<file path="config.mk">
export PLATFORM = sky130hd
export DESIGN_NAME = collision_monitor
export DESIGN_NICKNAME = d
export VERILOG_FILES = /design/src/rtl/collision_monitor.sv
export SDC_FILE = /design/constraint.sdc
export NUM_CORES = 1
export LEC_CHECK = 0
export ABC_AREA = 1
export BUFFER_PORTS_ARGS = -buffer_cell sky130_fd_sc_hd__clkbuf_2
export CAP_MARGIN = 20
export CORE_AREA = 2 2 112 114
export CTS_CLUSTER_DIAMETER = 200
export DETAILED_ROUTE_END_ITERATION = 16
export DIE_AREA = 0 0 114 116
export PLACE_DENSITY = 0.86
export SYNTH_ARGS = -nofsm -noshare
export SYNTH_HDL_FRONTEND = slang
export SYNTH_SLANG_ARGS = --single-unit
</file>
<file path="constraint.sdc">
create_clock -name FrameClk -period 4.5 [get_ports FrameClk]
set_clock_uncertainty 0.15 [all_clocks]
set_input_delay 0.225 -clock FrameClk [delete_from_list [all_inputs] [get_ports FrameClk]]
set_output_delay 0.225 -clock FrameClk [all_outputs]
set_load 0.02 [all_outputs]
</file>
<file path="src/rtl/collision_monitor.sv">
// collision_monitor: box-overlap detector and IDLE/RUN/DEAD game supervisor (optional COLLISION_INVULN_EN disables death)
module collision_monitor #(
    parameter int MARGIN     = 4,
    parameter int HIT_FRAMES = 2,
    parameter int DEAD_HOLD  = 30
) (
    input  logic        FrameClk,
    input  logic        rst,
    input  logic        start,
    input  logic [10:0] Dino_X,
    input  logic [10:0] Dino_Y,
    input  logic [9:0]  DinoWidth,
    input  logic [9:0]  DinoHeight,
    input  logic [10:0] obs0_x,
    input  logic [10:0] obs0_y,
    input  logic [9:0]  obs0_w,
    input  logic [9:0]  obs0_h,
    input  logic        obs0_valid,
    input  logic [10:0] obs1_x,
    input  logic [10:0] obs1_y,
    input  logic [9:0]  obs1_w,
    input  logic [9:0]  obs1_h,
    input  logic        obs1_valid,
    output logic        running,
    output logic        isDead,
    output logic        collide,
    output logic [3:0]  hit_cnt,
    output logic [15:0] score
);
    typedef enum logic [1:0] {IDLE, RUN, DEAD} state_t;
    localparam int HW = $clog2(DEAD_HOLD + 1);
    localparam logic [11:0] M = 12'(MARGIN);
    localparam logic [11:0] M2 = 12'(2 * MARGIN);
    localparam logic [4:0] HF = 5'(HIT_FRAMES);
    localparam logic [HW-1:0] DH = HW'(DEAD_HOLD);
    state_t state, nextState;
    logic startQ, press, dinoOk, ovl, die, holdFull;
    logic [11:0] ax0, ax1, ay0, ay1;
    logic [HW-1:0] holdCnt, holdNext;
    logic [15:0] scoreNext;
    logic [3:0] hitNext, hitInc;
    function automatic logic boxHit(input logic [10:0] x, input logic [10:0] y,
                                    input logic [9:0] w, input logic [9:0] h, input logic v);
        return v && w != 0 && h != 0 &&
               ax0 < {1'b0, x} + {2'b0, w} && {1'b0, x} < ax1 &&
               ay0 < {1'b0, y} + {2'b0, h} && {1'b0, y} < ay1;
    endfunction
    assign press = start & ~startQ;
    assign ax0 = {1'b0, Dino_X} + M;
    assign ax1 = {1'b0, Dino_X} + {2'b0, DinoWidth} - M;
    assign ay0 = {1'b0, Dino_Y} + M;
    assign ay1 = {1'b0, Dino_Y} + {2'b0, DinoHeight} - M;
    assign dinoOk = ({2'b0, DinoWidth} > M2) && ({2'b0, DinoHeight} > M2);
    assign ovl = dinoOk && (boxHit(obs0_x, obs0_y, obs0_w, obs0_h, obs0_valid) ||
                            boxHit(obs1_x, obs1_y, obs1_w, obs1_h, obs1_valid));
    assign hitInc = &hit_cnt ? hit_cnt : hit_cnt + 4'd1;
    assign holdFull = holdCnt == DH;
`ifdef COLLISION_INVULN_EN
    assign die = 1'b0;
`else
    assign die = ovl && ({1'b0, hit_cnt} + 5'd1 >= HF);
`endif
    // next-state, score, hit and hold counter updates
    always_comb begin
        nextState = state;
        scoreNext = score;
        hitNext = hit_cnt;
        holdNext = holdCnt;
        case (state)
            IDLE: if (press) begin
                nextState = RUN;
                scoreNext = '0;
                hitNext = '0;
            end
            RUN: begin
                hitNext = ovl ? hitInc : 4'd0;
                if (die) begin
                    nextState = DEAD;
                    holdNext = '0;
                end else scoreNext = &score ? score : score + 16'd1;
            end
            DEAD: if (press && holdFull) begin
                nextState = RUN;
                scoreNext = '0;
                hitNext = '0;
            end else holdNext = holdFull ? holdCnt : holdCnt + 1'b1;
            default: nextState = IDLE;
        endcase
    end
    // state and registered outputs, async reset
    always_ff @(posedge FrameClk or posedge rst)
        if (rst) begin
            state <= IDLE;
            running <= 1'b0;
            isDead <= 1'b0;
            collide <= 1'b0;
            hit_cnt <= '0;
            score <= '0;
            startQ <= 1'b0;
            holdCnt <= '0;
        end else begin
            state <= nextState;
            running <= nextState == RUN;
            isDead <= nextState == DEAD;
            collide <= ovl;
            hit_cnt <= hitNext;
            score <= scoreNext;
            startQ <= start;
            holdCnt <= holdNext;
        end
endmodule

</file>
## Yosys cells after proc, flatten, opt, wreduce, memory -nomap -nowiden

Index checks and enable logic that the tools add are counted.

- Memories: 0
- Bits in read-only memories: 0
- RAM bits: 0
- Bits in registers: 31
- Word-level logic and storage cells: 95
- Latch bits: 0
- Input bits: 131

- Order comparisons: 11
- Div/mod/pow operators: 0
- Reduce and logical (&&, ||, !) cells: 29
- Bitwise gates (word level): 2
- Mux-type cells: 18
- Multipliers: 0
- Equal/unequal tests: 13
- Add/subtract/negate cells: 14
- Shifts and indexed selects: 0

Operator list:

| kind | number |
|---|---|
| adder 11 x 10 -> 12 bit | 6 |
| 2-to-1 mux 16 bit | 4 |
| < comparator 11 x 12 -> 1 bit | 4 |
| < comparator 12 bit | 4 |
| one-hot mux 16 bit (3 select lines) | 1 |
| nonzero test 10 bit | 4 |
| adder 11 x 3 -> 12 bit, second input constant | 2 |
| subtractor 12 x 3 -> 12 bit, second input constant | 2 |
| > comparator 10 x 4 -> 1 bit, second input constant | 2 |
| adder 16 x 1 -> 16 bit, second input constant | 1 |
| logical AND 1 bit | 16 |
| 2-to-1 mux 4 bit | 4 |
| AND reduction 16 bit | 1 |
| 2-to-1 mux 5 bit | 3 |
| inequality test 2 bit, second input constant | 7 |
| one-hot mux 4 bit (3 select lines) | 1 |
| AND reduction 4 bit | 3 |
| one-hot mux 5 bit (2 select lines) | 1 |
| 2-to-1 mux 2 bit | 3 |
| one-hot mux 2 bit (3 select lines) | 1 |
| adder 4 x 1 -> 5 bit, second input constant | 1 |
| adder 5 x 1 -> 5 bit, second input constant | 1 |
| equality test 5 bit, second input constant | 1 |
| greater-or-equal comparator 5 x 2 -> 1 bit, second input constant | 1 |
| 11 further kinds | 13 |

## Longest topological paths before layout

- Word-level depth: 13
- Gate-level depth with buffers: 28

## Least setup slack after synthesis

OpenSTA, ideal clock, no wires.

- Path kind: in2reg
- Start point: in obs1_y[0]
- End point: reg score[11]
- Buffers on the path: 1
- Arrival time: 3.208 ns
- Path slack: 1.024 ns
- Data required time: 4.232 ns
- Setup time: 0.118 ns
- Stages on the path: 26
- Path through: ha_1 -> inv_1 -> fa_1 -> o21ai_0 -> a21oi_1 -> o21bai_1 -> nand2_1 -> nand2_1 -> nand2_1 -> nand2_1 -> nand2_1 -> nand2_1 -> a21oi_1 -> xor2_1 -> ha_1 -> a221oi_1 -> nand2_1 -> nor2_1 -> nand2_1 -> nor2_1 -> nand3_1 -> nand2_2 -> nand4_1 -> buf_4 -> nand3_1 -> nand2_1

- Cells in the longest elaborated chain, start to end: 9
- Elaborated cells between the ends (all ways): 10
- Classes of those cells: 1 x add/sub; 2 x order compare; 1 x eq/ne; 6 x reduce/logical

RTL lines:

| item | line | text |
|---|---|---|
| start, declared | 20 | `input logic [10:0] obs1_y,` |
| adder 11 x 10 -> 12 bit | 46 | `ay0 < {1'b0, y} + {2'b0, h} && {1'b0, y} < ay1;` |
| < comparator 12 bit | 46 |  |
| logical AND 1 bit | 45 | `ax0 < {1'b0, x} + {2'b0, w} && {1'b0, x} < ax1 &&` |
| logical AND 1 bit (*) | 46 |  |
| logical OR 1 bit (*) | 54 | `assign ovl = dinoOk && (boxHit(obs0_x, obs0_y, obs0_w, obs0_h, obs0_valid) \|\|` |
| logical AND 1 bit (*) | 54 |  |
| logical AND 1 bit (*) | 61 | `assign die = ovl && ({1'b0, hit_cnt} + 5'd1 >= HF);` |
| inequality test 2 bit (no line) (*) | - |  |
| AND reduction 5 bit (no line) (*) | - |  |
| end signal, assigned | 107 | `score <= scoreNext;` |
| end, declared | 28 | `output logic [15:0] score` |

Mark *: on every way between the ends. The rest lies on a longest branch, timed or not.
A chain may end at the register's enable or synchronous reset.

## Worst setup path in the final report

- Start point: in obs0_y[0]
- End point: reg holdCnt[2]

- Cells in the longest elaborated chain, start to end: 9
- Elaborated cells between the ends (all ways): 10
- Classes of those cells: 1 x add/sub; 2 x order compare; 1 x eq/ne; 6 x reduce/logical

RTL lines:

| item | line | text |
|---|---|---|
| start, declared | 15 | `input logic [10:0] obs0_y,` |
| adder 11 x 10 -> 12 bit | 46 |  |
| < comparator 12 bit | 46 |  |
| logical AND 1 bit | 45 |  |
| logical AND 1 bit (*) | 46 |  |
| logical OR 1 bit (*) | 54 |  |
| logical AND 1 bit (*) | 54 |  |
| logical AND 1 bit (*) | 61 |  |
| inequality test 2 bit (no line) (*) | - |  |
| AND reduction 4 bit (no line) (*) | - |  |
| end signal, assigned | 109 | `holdCnt <= holdNext;` |
| end, declared | 39 | `logic [HW-1:0] holdCnt, holdNext;` |

Marked as above.

==> metrics <==
outcome completed; global-route wire length before repair 30200 um; DRC Markers 0; CTS Buf Count 5; # Max-Cap Violations 0; drt first pass iters 5; Placement Cell Area 0.00806 mm2; CTS Root Cell clkbuf_16; Rel. slew slack 66.6%; Crit Path Max Fanout 8; Vias/cell 5.38; final-report max-slew violation count 0; CP Data Arrival Time 3.71 ns; synth warn 0; top-area cell type share of the netlist area 30.1%; Final Cycle Share 82.1%; fmax 0.271 GHz; Final Hold Vio Count 0; TritonCTS clock tree yes; Synth Instances 1064; min-delay worst type reg -> reg; WL/cell 12.9 um; Total Wirelength 17800 um; WS Path Type in -> reg; GR peak layer met2; die height 116 um; commonest cells in the netlist 263 x nand2_1, 203 x inv_1, 171 x ha_1, 76 x a21oi_1, 68 x nor2_1; Final TNS setup 0 ns; FP Rows 40; post-route cell area 0.00823 mm2; Starting Density 59.7%; most common cell in the netlist nand2_1; CP Capture Type flop; final core occ 69.1%; M1 GR Usage 35.0%; syn_nets 1372; ys async rst share 100%; DR iter-0 viols 410; GR Layer Usage met3 2.20%; IO Pins 154; GRT overflow 0; die area 0.0132 mm2; initial antenna violation count 0; register bit count reported by yosys 31; HPWL after DPL 15500 um; H-tree Lvls 2; post-synthesis sequential area ratio 10.9%; # clock sinks 31; crit path launch type input pin; DR vias 7378; layout cells sized above 1 14.7%; Peak VDD IR 0.000208 V; clock slew at reported path FFs 0.05 ns; top_reg_cell synth dfrtp_1; GRT met2 Usage 50.4%; final setup vio count 0; top post-synthesis cells by area ha_1 30%, nand2_1 14%, dfrtp_1 11%, inv_1 11%, xor2_1 6.9%; Skew-Pair Late Insertion Delay 0.28 ns; Synth cell types 43; EDFF count, synth 0; Synth Area per Inst 6.69 um2; cell accounting for the most synthesized area ha_1; Core Box Area 0.0119 mm2; synth-to-layout area growth 15.7%; RSZ-0062 raised after global routing false; Worst EP required 4.51 ns; pwr/cell area 251 mW/mm2; largest net degree at the start of global routing 32; Slew @ Worst Pin 0.500 ns; vias in the first global route 7108; clk buf depth 2; diodes inserted 0; post-CTS sizing 0; Die X 114 um; routability cong. 0.896; Total GRT Usage 27.7%; port bufs 153; fin nets 1532; fin crit period 3.69 ns; Mapped Area 0.00712 mm2; antenna-violating nets left 0; LEAKAGE 4.99 nW
-- per-stage QoR --
| stage | worst slack (ns) | hold WS [ns] | power [mW] | std cells |
|---|---|---|---|---|
| 4_1_cts | 0.817 | 0.377 | 2.07 | 1372 |
| 2_1_floorplan | 1.02 | 0.106 | 1.35 | 1064 |
| 3_5_place_dp | 0.553 | 0.152 | 1.70 | 1362 |
| 5_1_grt | 0.239 | 0.407 | 2.31 | 1372 |
| 6_report | 0.807 | 0.375 | 2.07 | 1372 |
| 3_3_place_gp | 0.663 | 0.151 | 1.66 | 1362 |
-- registers in the layout (all words and copies together) (netlist names) --
signal and count:
startQ 1, running 1, holdCnt 5, isDead 1, state 2, hit_cnt 4
collide 1, score 16
-- worst paths after layout --
path | depth (start not counted) | start | endpoint | slack (ns)
max | 28 | obs0_y[0] | holdCnt[2] | 0.81
min | 1 | state[0] | state[0] | 0.38
max reg2reg | 10 | state[0] | score[13] | 1.99
min reg2reg | 1 | state[0] | state[0] | 0.38
max in group asynchronous | 4 | rst | hit_cnt[0] | 3.45
min in group asynchronous | 4 | rst | score[15] | 0.46
-- final cells by class --
class,instances,area (um2)
multi-input combinational,823,5540
clock buffer,8,156
sequential,31,776
inverter,205,769
timing repair buffer,158,808
tap,147,184
fill,1014,3680
-- kinds of logic (layout without fill, tap and decap cells) --
family	count (synthesis)	after routing	share of synthesized area [%]
XOR/XNOR	72	72	8.86
AO/OA/AOI/OAI	126	126	10.1
flip-flops	31	31	10.9
buffers and inverters	210	371	11.3
AND/OR/NAND/NOR	448	448	27.1
adder cells (fa/ha/maj)	177	177	31.8
-- report_power, final --
part           switching, mW  leakage [nW]  internal (mW)  total, mW
clock                  0.118        0.0772          0.235      0.353
sequential            0.0412         0.422          0.319      0.360
combinational          0.840          4.49          0.517       1.36
total                  0.998          4.99           1.07       2.07
-- layout by cell type, fill, tap and decap left out, types with 6 or more instances in the layout --
cell,count
nor2_1,68
fa_1,6
nor4_1,11
xnor2_1,16
nand4_1,21
o21bai_1,6
o21ai_0,20
xor2_1,56
nor3_1,19
nand3_1,48
nand2_1,263
inv_1,203
ha_1,171
a21oi_1,76
clkbuf_2,153
dfrtp_1,31
-- worst max-delay path, stage by stage --
cell      delay [ns]
clkbuf_2        0.09
ha_1            0.16
inv_1           0.05
fa_1            0.40
o21ai_0         0.29
a21oi_1         0.11
o21bai_1        0.20
nand2_1         0.08
nand2_1         0.06
nand2_1         0.04
nand2_1         0.09
nand2_1         0.06
nand2_1         0.05
a21oi_1         0.06
xor2_1          0.14
ha_1            0.20
a221oi_1        0.30
nand2_1         0.09
nor2_1          0.10
nand2_1         0.06
nor2_1          0.08
nand3_1         0.09
nand2_2         0.10
nand3_2         0.14
nand2_2         0.19
nand2_2         0.10
nand2_1         0.08
nand2_1         0.05
-- layer usage --
metal | wire length (um) | vias up
li1 | - | 3797
met1 | 7970 | 3336
met2 | 8520 | 212
met3 | 835 | 33
met4 | 446 | 0
met5 | 0 | -
-- timing repair --
action / 4_1_cts / 5_1_grt
buffers inserted: 0 / 0
setup endpoints to repair: 0 / 0
endpoints found under the hold margin: 32 / 0
hold buffers: 2 / 0
Power figures use the tool's default switching activity.
